--- config.mk ---
export PLATFORM = sky130hd
export DESIGN_NAME = fifo_salida
export DESIGN_NICKNAME = d
export VERILOG_FILES = /design/src/rtl/fifo_salida.sv
export SDC_FILE = /design/constraint.sdc
export NUM_CORES = 1
export LEC_CHECK = 0
export CAP_MARGIN = 20
export CORE_ASPECT_RATIO = 1.75
export CORE_MARGIN = 1.5
export CORE_UTILIZATION = 60
export CTS_BUF_LIST = sky130_fd_sc_hd__clkbuf_4 sky130_fd_sc_hd__clkbuf_8
export CTS_CLUSTER_SIZE = 40
export DETAILED_ROUTE_END_ITERATION = 12
export GPL_TIMING_DRIVEN = 0
export PLACE_DENSITY_LB_ADDON = 0.2
export REMOVE_ABC_BUFFERS = 1
export SETUP_SLACK_MARGIN = 0.1
export SLEW_MARGIN = 10
export SYNTH_ARGS = -nofsm -noshare
export SYNTH_HDL_FRONTEND = slang
export SYNTH_SLANG_ARGS = --single-unit
--- constraint.sdc ---
create_clock -name clk -period 5.9 [get_ports clk]
set_input_delay 1.18 -clock clk [delete_from_list [all_inputs] [get_ports clk]]
set_output_delay 1.18 -clock clk [all_outputs]
set_load 0.03 [all_outputs]
--- src/rtl/fifo_salida.sv ---
// fifo_salida: output FIFO for one egress lane.
// Registered read port with a one-cycle valid_out pulse per popped word, an
// occupancy counter with threshold flags, and a sticky overflow/underflow
// error bit. The memory itself has no reset; only pointers and outputs clear.
module fifo_salida #(
    parameter int unsigned DATA_WIDTH  = 10,
    parameter int unsigned ADDR_WIDTH  = 3,
    parameter int unsigned UMBRAL_ALTO = 6,
    parameter int unsigned UMBRAL_BAJO = 1
) (
    input  logic                  clk,
    input  logic                  reset,
    input  logic                  push,
    input  logic [DATA_WIDTH-1:0] data_in,
    input  logic                  pop,
    output logic [DATA_WIDTH-1:0] data_out,
    output logic                  valid_out,
    output logic [ADDR_WIDTH:0]   count,
    output logic                  full,
    output logic                  empty,
    output logic                  almost_full,
    output logic                  almost_empty,
    output logic                  error
);

    localparam int unsigned DEPTH = 2 ** ADDR_WIDTH;
    localparam int unsigned CW    = ADDR_WIDTH + 1;

    logic [DATA_WIDTH-1:0] mem_q [DEPTH];

    logic [ADDR_WIDTH-1:0] wr_ptr_q, wr_ptr_d;
    logic [ADDR_WIDTH-1:0] rd_ptr_q, rd_ptr_d;
    logic [CW-1:0]         count_q, count_d;
    logic [DATA_WIDTH-1:0] data_out_q, data_out_d;
    logic                  valid_q, valid_d;
    logic                  error_q, error_d;

    logic pop_ok;
    logic push_ok;

    // Status flags decoded from the registered occupancy
    assign full         = (count_q == CW'(DEPTH));
    assign empty        = (count_q == '0);
    assign almost_full  = (count_q >= CW'(UMBRAL_ALTO));
    assign almost_empty = (count_q <= CW'(UMBRAL_BAJO));

    // A full FIFO still takes a push when the same edge frees a slot
    assign pop_ok  = pop && !empty;
    assign push_ok = push && (!full || pop_ok);

    // Next-state computation for pointers, occupancy, read port and error
    always_comb begin
        wr_ptr_d   = wr_ptr_q;
        rd_ptr_d   = rd_ptr_q;
        count_d    = count_q;
        data_out_d = data_out_q;
        valid_d    = 1'b0;
        error_d    = error_q;

        if (push_ok) begin
            wr_ptr_d = wr_ptr_q + ADDR_WIDTH'(1);
        end

        if (pop_ok) begin
            rd_ptr_d   = rd_ptr_q + ADDR_WIDTH'(1);
            data_out_d = mem_q[rd_ptr_q];
            valid_d    = 1'b1;
        end

        case ({push_ok, pop_ok})
            2'b10:   count_d = count_q + CW'(1);
            2'b01:   count_d = count_q - CW'(1);
            default: count_d = count_q;
        endcase

        // Dropped push or rejected pop latches the error until reset
        if ((push && !push_ok) || (pop && empty)) begin
            error_d = 1'b1;
        end
    end

    // Control and output registers with synchronous active-low clear
    always_ff @(posedge clk) begin
        if (!reset) begin
            wr_ptr_q   <= '0;
            rd_ptr_q   <= '0;
            count_q    <= '0;
            data_out_q <= '0;
            valid_q    <= 1'b0;
            error_q    <= 1'b0;
        end else begin
            wr_ptr_q   <= wr_ptr_d;
            rd_ptr_q   <= rd_ptr_d;
            count_q    <= count_d;
            data_out_q <= data_out_d;
            valid_q    <= valid_d;
            error_q    <= error_d;
        end
    end

    // Storage write; contents are irrelevant after reset so no clear
    always_ff @(posedge clk) begin
        if (reset && push_ok) begin
            mem_q[wr_ptr_q] <= data_in;
        end
    end

    assign data_out  = data_out_q;
    assign valid_out = valid_q;
    assign count     = count_q;
    assign error     = error_q;

endmodule

==> results.sh, run 1 <==
export IMPL_grt_start_max_net_pins=26
export IMPL_cts_hold_fix_buffers=0
export IMPL_core_area_sq_mm=0.00659
export IMPL_tritoncts_num_sinks=102
export IMPL_initial_core_util_pct=62.9
export IMPL_area_growth_pct=16.9
export IMPL_final_setup_vio_count=0
export IMPL_layout_setup_ws_ns=2.24
export IMPL_power_leakage_nw=1.56
export IMPL_yosys_register_bits=102
export IMPL_setup_worst_path_end_class="flip-flop"
export IMPL_place_detailed_hpwl_mm=5.53
export IMPL_first_iter_violations=129
export IMPL_number_of_antenna_violations_at_the_first_check_in_global_routing=0
export IMPL_placement_rows=39
export IMPL_critPathLaunchType="input port"
export IMPL_crit_slowest_cell="clkdlybuf4s50_1"
export IMPL_synth_async_sr_flop_share_pct=0
export IMPL_post_synthesis_sequential_area_ratio_pct=68.6
export IMPL_die_width_microns=65.8
export IMPL_io_buffer_count=33
export IMPL_final_setup_tns_ns=0
export IMPL_cp_arrival_ns=3.74
export IMPL_drive_above_1_share_pct=10.8
export IMPL_result_of_the_run="finished, final reports clean"
export IMPL_timing_setup_critical_path_class="in -> reg"
export IMPL_cts_made_buffers=9
export IMPL_crit_reg2reg_launch="count[0]"
export IMPL_detail_route_antenna_nets=0
export IMPL_postSynthAreaPerCell_sq_um=13.8
export IMPL_final_common_cell="edfxtp_1"
export IMPL_synth_main_ff_cell="edfxtp_1"
export IMPL_io_pins=34
export IMPL_count_of_maximum_capacitance_violations=0
export IMPL_chipHeight_microns=113
export IMPL_htreeDepth=3
export IMPL_tritoncts="yes"
export IMPL_hold_viol_final=0
export IMPL_cp_top_family="buffers and inverters"
export IMPL_vias=2505
export IMPL_slew_violations=0
export IMPL_dieArea_sq_mm=0.00743
export IMPL_max_transition_margin_pct=45.2
export IMPL_finalNonFillerCells=425
export IMPL_timing_final_crit_period_ns=3.66
export IMPL_grt_overflow_total=0
export IMPL_holdWs_ns=0.489
export IMPL_ctsRootBufferMaster="clkbuf_8"
export IMPL_p_total_mw=1.60
export IMPL_worstHoldStart="error"
export IMPL_crit_start="reset"
export IMPL_final_net_count=358
export IMPL_clock_skew_final_ns=0.0146
export IMPL_path_cells="clkdlybuf4s50_1 -> inv_1 -> or3_1 -> nor2_1 -> buf_6"
export IMPL_detail_route_wl_per_cell_microns=19.4
export IMPL_finalWirelength_mm=8.26
export IMPL_yosys_cell_types_count=33
export IMPL_finalCritPeriodShare_pct=62.0
export IMPL_cts_setup_buffers=0
export IMPL_gp_congestion=0.779
export IMPL_yosys_warnings=0
export IMPL_power_density_cell_area_mw_per_mm2=331
export IMPL_peak_supply_drop_uv=279
export IMPL_vias_per_cell=5.89
export IMPL_cpPeakStageDelay_ns=0.92
export IMPL_postSynthCellCount=300
export IMPL_clkLatencyLatePin_ns=0.37
export IMPL_drt_pre_antenna_iters=4
export IMPL_via_count_of_the_first_global_routing_pass=2478
export IMPL_antennaDiodeCount=0
export IMPL_required_ns=5.98
export IMPL_setup_repair_after_global_routing_missed_its_margin="false"
export IMPL_pre_cts_ws_ns=1.89
export IMPL_worst_setup_hold_path_clk_slew_ns=0.10
export IMPL_clock_path_buffers=2
export IMPL_synth_cell_area_sq_mm=0.00414
export IMPL_worst_slew_pin_tran_ns=0.815
export IMPL_critical_path_buf_inv_count=3
export IMPL_fmax_ghz=0.273
export IMPL_cts_resized_gates=0
export IMPL_min_path_type="reg -> reg"
export IMPL_layout_common_cells="edfxtp_1 (80), mux2i_1 (43), clkdlybuf4s50_1 (33), nor2_1 (24)"
export IMPL_grt_use_total_pct=24.6
export IMPL_drc=0
export IMPL_place_inst=409
export IMPL_worst_path_max_fanout=16
export IMPL_synth_edf_count=80
export IMPL_grt_first_pass_wirelength_mm=12.9
==> logic make-up after synthesis <==
kind of cell               count (synthesis)  synth area share [%]
AOI/OAI and AO/OA                         52                  7.61
xor gates and xnor gates                   5                  1.06
adders and majority gates                  6                  1.81
buffers and inverters                     20                  2.26
DFF                                      102                  68.6
muxes                                     43                  10.4
and+or+nand+nor                           72                  8.25
==> state kept, by name, indices dropped and copies added (netlist names) <==
| register | flops |
|---|---|
| error | 1 |
| wr_ptr_q | 3 |
| count | 4 |
| mem_q | 80 |
| rd_ptr_q | 3 |
| valid_out | 1 |
| data_out | 10 |
==> per-stage QoR <==
| stage | util [%] | instance area (sq um) |
|---|---|---|
| detailed placement | 70.5 | 4640 |
| finish | 73.5 | 4840 |
| floorplan | - | 4060 |
| global route | 73.5 | 4840 |
| CTS | 73.5 | 4840 |
| global placement | 68.3 | 4500 |
==> metal layers <==
layer  up-vias  GRT usage (%)  wire length [microns]  share of wire (%)
met3         8           4.87                    212                2.6
met5         -              0                      0                  0
met4         0           10.0                    119                1.4
met2        50           44.6                   4640                 56
li1       1208              -                      -                  -
met1      1239           27.6                   3290                 40
==> Yosys cell counts (4+ instances only) <==
| master | instances | area share (%) |
|---|---|---|
| a21oi_1 | 7 | 0.85 |
| nor3_1 | 16 | 1.9 |
| xor2_1 | 4 | 0.85 |
| edfxtp_1 | 80 | 58 |
| o22ai_1 | 21 | 3.2 |
| clkbuf_1 | 5 | 0.45 |
| o211ai_1 | 4 | 0.72 |
| inv_1 | 4 | 0.36 |
| o21ai_0 | 15 | 1.8 |
| dfxtp_1 | 22 | 11 |
| mux2i_1 | 43 | 10 |
| nand2b_1 | 5 | 0.76 |
| buf_2 | 9 | 1.1 |
| nor2_1 | 24 | 2.2 |
| ha_1 | 6 | 1.8 |
| nand2_1 | 13 | 1.2 |
==> tightest hold or removal path: stages, from the launching register on <==
cell     delay [ns]
dfxtp_1        0.34
nor2_1         0.05
nor2_1         0.07
==> area by class of cell <==
class	instances	area, sq um
sequential	102	2840
fill	423	1750
multi-input combinational	178	1240
timing repair buffer	43	442
clock buffer	10	131
tap	82	103
clock inverter	6	68.8
inverter	4	15.0
==> report_power, final <==
| part | internal [mW] | switching, mW | leakage (nW) |
|---|---|---|---|
| combinational | 0.129 | 0.191 | 0.559 |
| clock | 0.204 | 0.238 | 0.101 |
| sequential | 0.808 | 0.0330 | 0.904 |
| total | 1.14 | 0.461 | 1.56 |
==> final timing paths <==
check                 to  slack, ns  cells after the start
max          mem_q[4][7]       2.24                      5
min                error       0.49                      2
max reg2reg  mem_q[2][0]       3.23                      6
min reg2reg        error       0.49                      2
Note: power is estimated with default switching activity, not from simulation.
==> run 2: changes to the inputs <==
Settings changed: CORE_UTILIZATION 60 to 54.
Clock period 5.9 ns to 3 ns, I/O delays scaled along.
==> results.sh, run 2 (synthesis results as in run 1) <==
export IMPL_io_buffer_count=33
export IMPL_cts_made_buffers=9
export IMPL_critPathLaunchType="input port"
export IMPL_drt_pre_antenna_iters=4
export IMPL_tritoncts_num_sinks=102
export IMPL_io_pins=34
export IMPL_final_setup_vio_count=0
export IMPL_grt_first_pass_wirelength_mm=13.6
export IMPL_worst_setup_hold_path_clk_slew_ns=0.10
export IMPL_placement_rows=42
export IMPL_clock_skew_final_ns=0.0104
export IMPL_via_count_of_the_first_global_routing_pass=2470
export IMPL_required_ns=3.08
export IMPL_max_transition_margin_pct=49.3
export IMPL_drive_above_1_share_pct=10.8
export IMPL_cpPeakStageDelay_ns=0.64
export IMPL_peak_supply_drop_uv=444
export IMPL_power_density_cell_area_mw_per_mm2=633
export IMPL_core_area_sq_mm=0.00751
export IMPL_power_leakage_nw=1.59
export IMPL_final_common_cell="edfxtp_1"
export IMPL_number_of_antenna_violations_at_the_first_check_in_global_routing=0
export IMPL_setup_repair_after_global_routing_missed_its_margin="false"
export IMPL_drc=0
export IMPL_grt_use_total_pct=22.3
export IMPL_crit_slowest_cell="dlygate4sd2_1"
export IMPL_grt_overflow_total=0
export IMPL_die_width_microns=69.2
export IMPL_chipHeight_microns=119
export IMPL_net_switching_power_mw=0.905
export IMPL_critical_path_buf_inv_count=3
export IMPL_worst_path_max_fanout=16
export IMPL_grt_start_max_net_pins=25
export IMPL_combinationalPowerShare_pct=20.6
export IMPL_finalWirelength_mm=8.52
export IMPL_htreeDepth=3
export IMPL_path_cells="dlygate4sd2_1 -> inv_1 -> or3_1 -> nor2_1 -> buf_6"
export IMPL_tritoncts="yes"
export IMPL_final_fill_count=590
export IMPL_result_of_the_run="finished, final reports clean"
export IMPL_area_growth_pct=16.7
export IMPL_vias_per_cell=5.82
export IMPL_ctsRootBufferMaster="clkbuf_8"
export IMPL_clock_power_share_pct=25.1
export IMPL_hold_viol_final=0
export IMPL_clkLatencyLatePin_ns=0.36
export IMPL_fmax_ghz=0.371
export IMPL_layout_core_utilization_pct=64.3
export IMPL_final_net_count=358
export IMPL_min_path_type="reg -> reg"
export IMPL_initial_core_util_pct=55.1
export IMPL_count_of_maximum_capacitance_violations=0
export IMPL_vias=2507
export IMPL_detail_route_wl_per_cell_microns=19.8
export IMPL_largest_register="mem_q"
export IMPL_antennaDiodeCount=0
export IMPL_power_sequential_fraction_pct=54.3
export IMPL_timing_final_crit_period_ns=2.70
export IMPL_largest_register_ff_count=80
export IMPL_finalCritPeriodShare_pct=89.8
export IMPL_swShare_pct=29.6
export IMPL_gp_congestion=0.767
export IMPL_timing_setup_critical_path_class="in -> reg"
export IMPL_slew_violations=0
export IMPL_cp_top_family="buffers and inverters"
export IMPL_layout_common_cells="edfxtp_1 (80), mux2i_1 (43), clkdlybuf4s50_1 (30), nor2_1 (24)"
export IMPL_setup_worst_path_end_class="flip-flop"
export IMPL_final_setup_tns_ns=0
export IMPL_dieArea_sq_mm=0.00823
export IMPL_p_total_mw=3.06
export IMPL_cp_arrival_ns=2.77
export IMPL_place_detailed_hpwl_mm=5.55
export IMPL_worst_slew_pin_tran_ns=0.755
export IMPL_internal_power_mw=2.15
export IMPL_first_iter_violations=165
export IMPL_detail_route_antenna_nets=0
export IMPL_cts_setup_buffers=0
export IMPL_clock_path_buffers=2
-- run 2: cell count changes in the layout (fill, tap and decap cells not counted), sizes merged --
cell	previous run	this run
clkdlybuf4s50	33	30
clkinv	2	5
dlymetal6s2s	0	2
bufinv	1	0
clkinvlp	1	0
dlygate4sd2	0	1
inv	6	5
-- run 2: path summary, 6_finish.rpt --
| kind | startpoint | to | slack [ns] | depth (start not counted) |
|---|---|---|---|---|
| hold reg to reg | error | error | 0.47 | 2 |
| setup / recovery | reset | mem_q[4][6] | 0.30 | 5 |
| hold / removal | error | error | 0.47 | 2 |
| setup reg to reg | count[1] | mem_q[2][3] | 0.35 | 6 |
-- run 2: worst min-delay path, delay by kind of cell (launching register included) --
family,cells,cell delay (ns)
simple gates,2,0.10
flops,1,0.34
-- run 2: through the flow --
| stage | cell area [sq um] | cells | setup WS [ns] | hold slack [ns] |
|---|---|---|---|---|
| after global routing | 4830 | 431 | 0.134 | 0.520 |
| after detailed placement | 4640 | 414 | -0.394 | 0.457 |
| after global placement | 4500 | 405 | -1.25 | 0.453 |
| after floorplan | 4060 | 284 | 0.213 | 0.528 |
| final | 4830 | 431 | 0.305 | 0.474 |
| after CTS | 4810 | 430 | 0.166 | 0.480 |
-- run 2: repair_timing --
| action | 4_1_cts | 5_1_grt |
|---|---|---|
| resized for setup | 1 | 3 |
| pin swaps | 0 | 0 |
| hold buffers | 0 | 0 |
| endpoints found under the setup margin | 12 | 8 |
-- run 2: cell type report --
| type | instances | area, sq um | share of cell area (%) |
|---|---|---|---|
| sequential | 102 | 2840 | 58.8 |
| multi-input combinational | 178 | 1250 | 25.8 |
| timing repair buffer | 43 | 448 | 9.27 |
| clock buffer | 10 | 131 | 2.72 |
| tap | 88 | 110 | 2.28 |
| clock inverter | 6 | 37.5 | 0.777 |
| inverter | 4 | 15.0 | 0.311 |
-- run 2: power by group through the flow --
stage | combinational (mW) | clock (mW) | sequential (mW)
5_1_grt | 0.679 | 0.833 | 1.68
6_report | 0.630 | 0.767 | 1.66
2_1_floorplan | 0.291 | 0 | 1.77
3_3_place_gp | 0.597 | 0 | 1.70
3_5_place_dp | 0.633 | 0 | 1.69
4_1_cts | 0.635 | 0.776 | 1.66
-- run 2: metal layers --
layer  vias up  track usage, %  share of wire, %
li1       1206               -                 -
met1      1244            28.2                42
met2        45            38.4                53
met4         0            8.82               2.1
met5         -               0                 0
met3        12            3.30               2.2
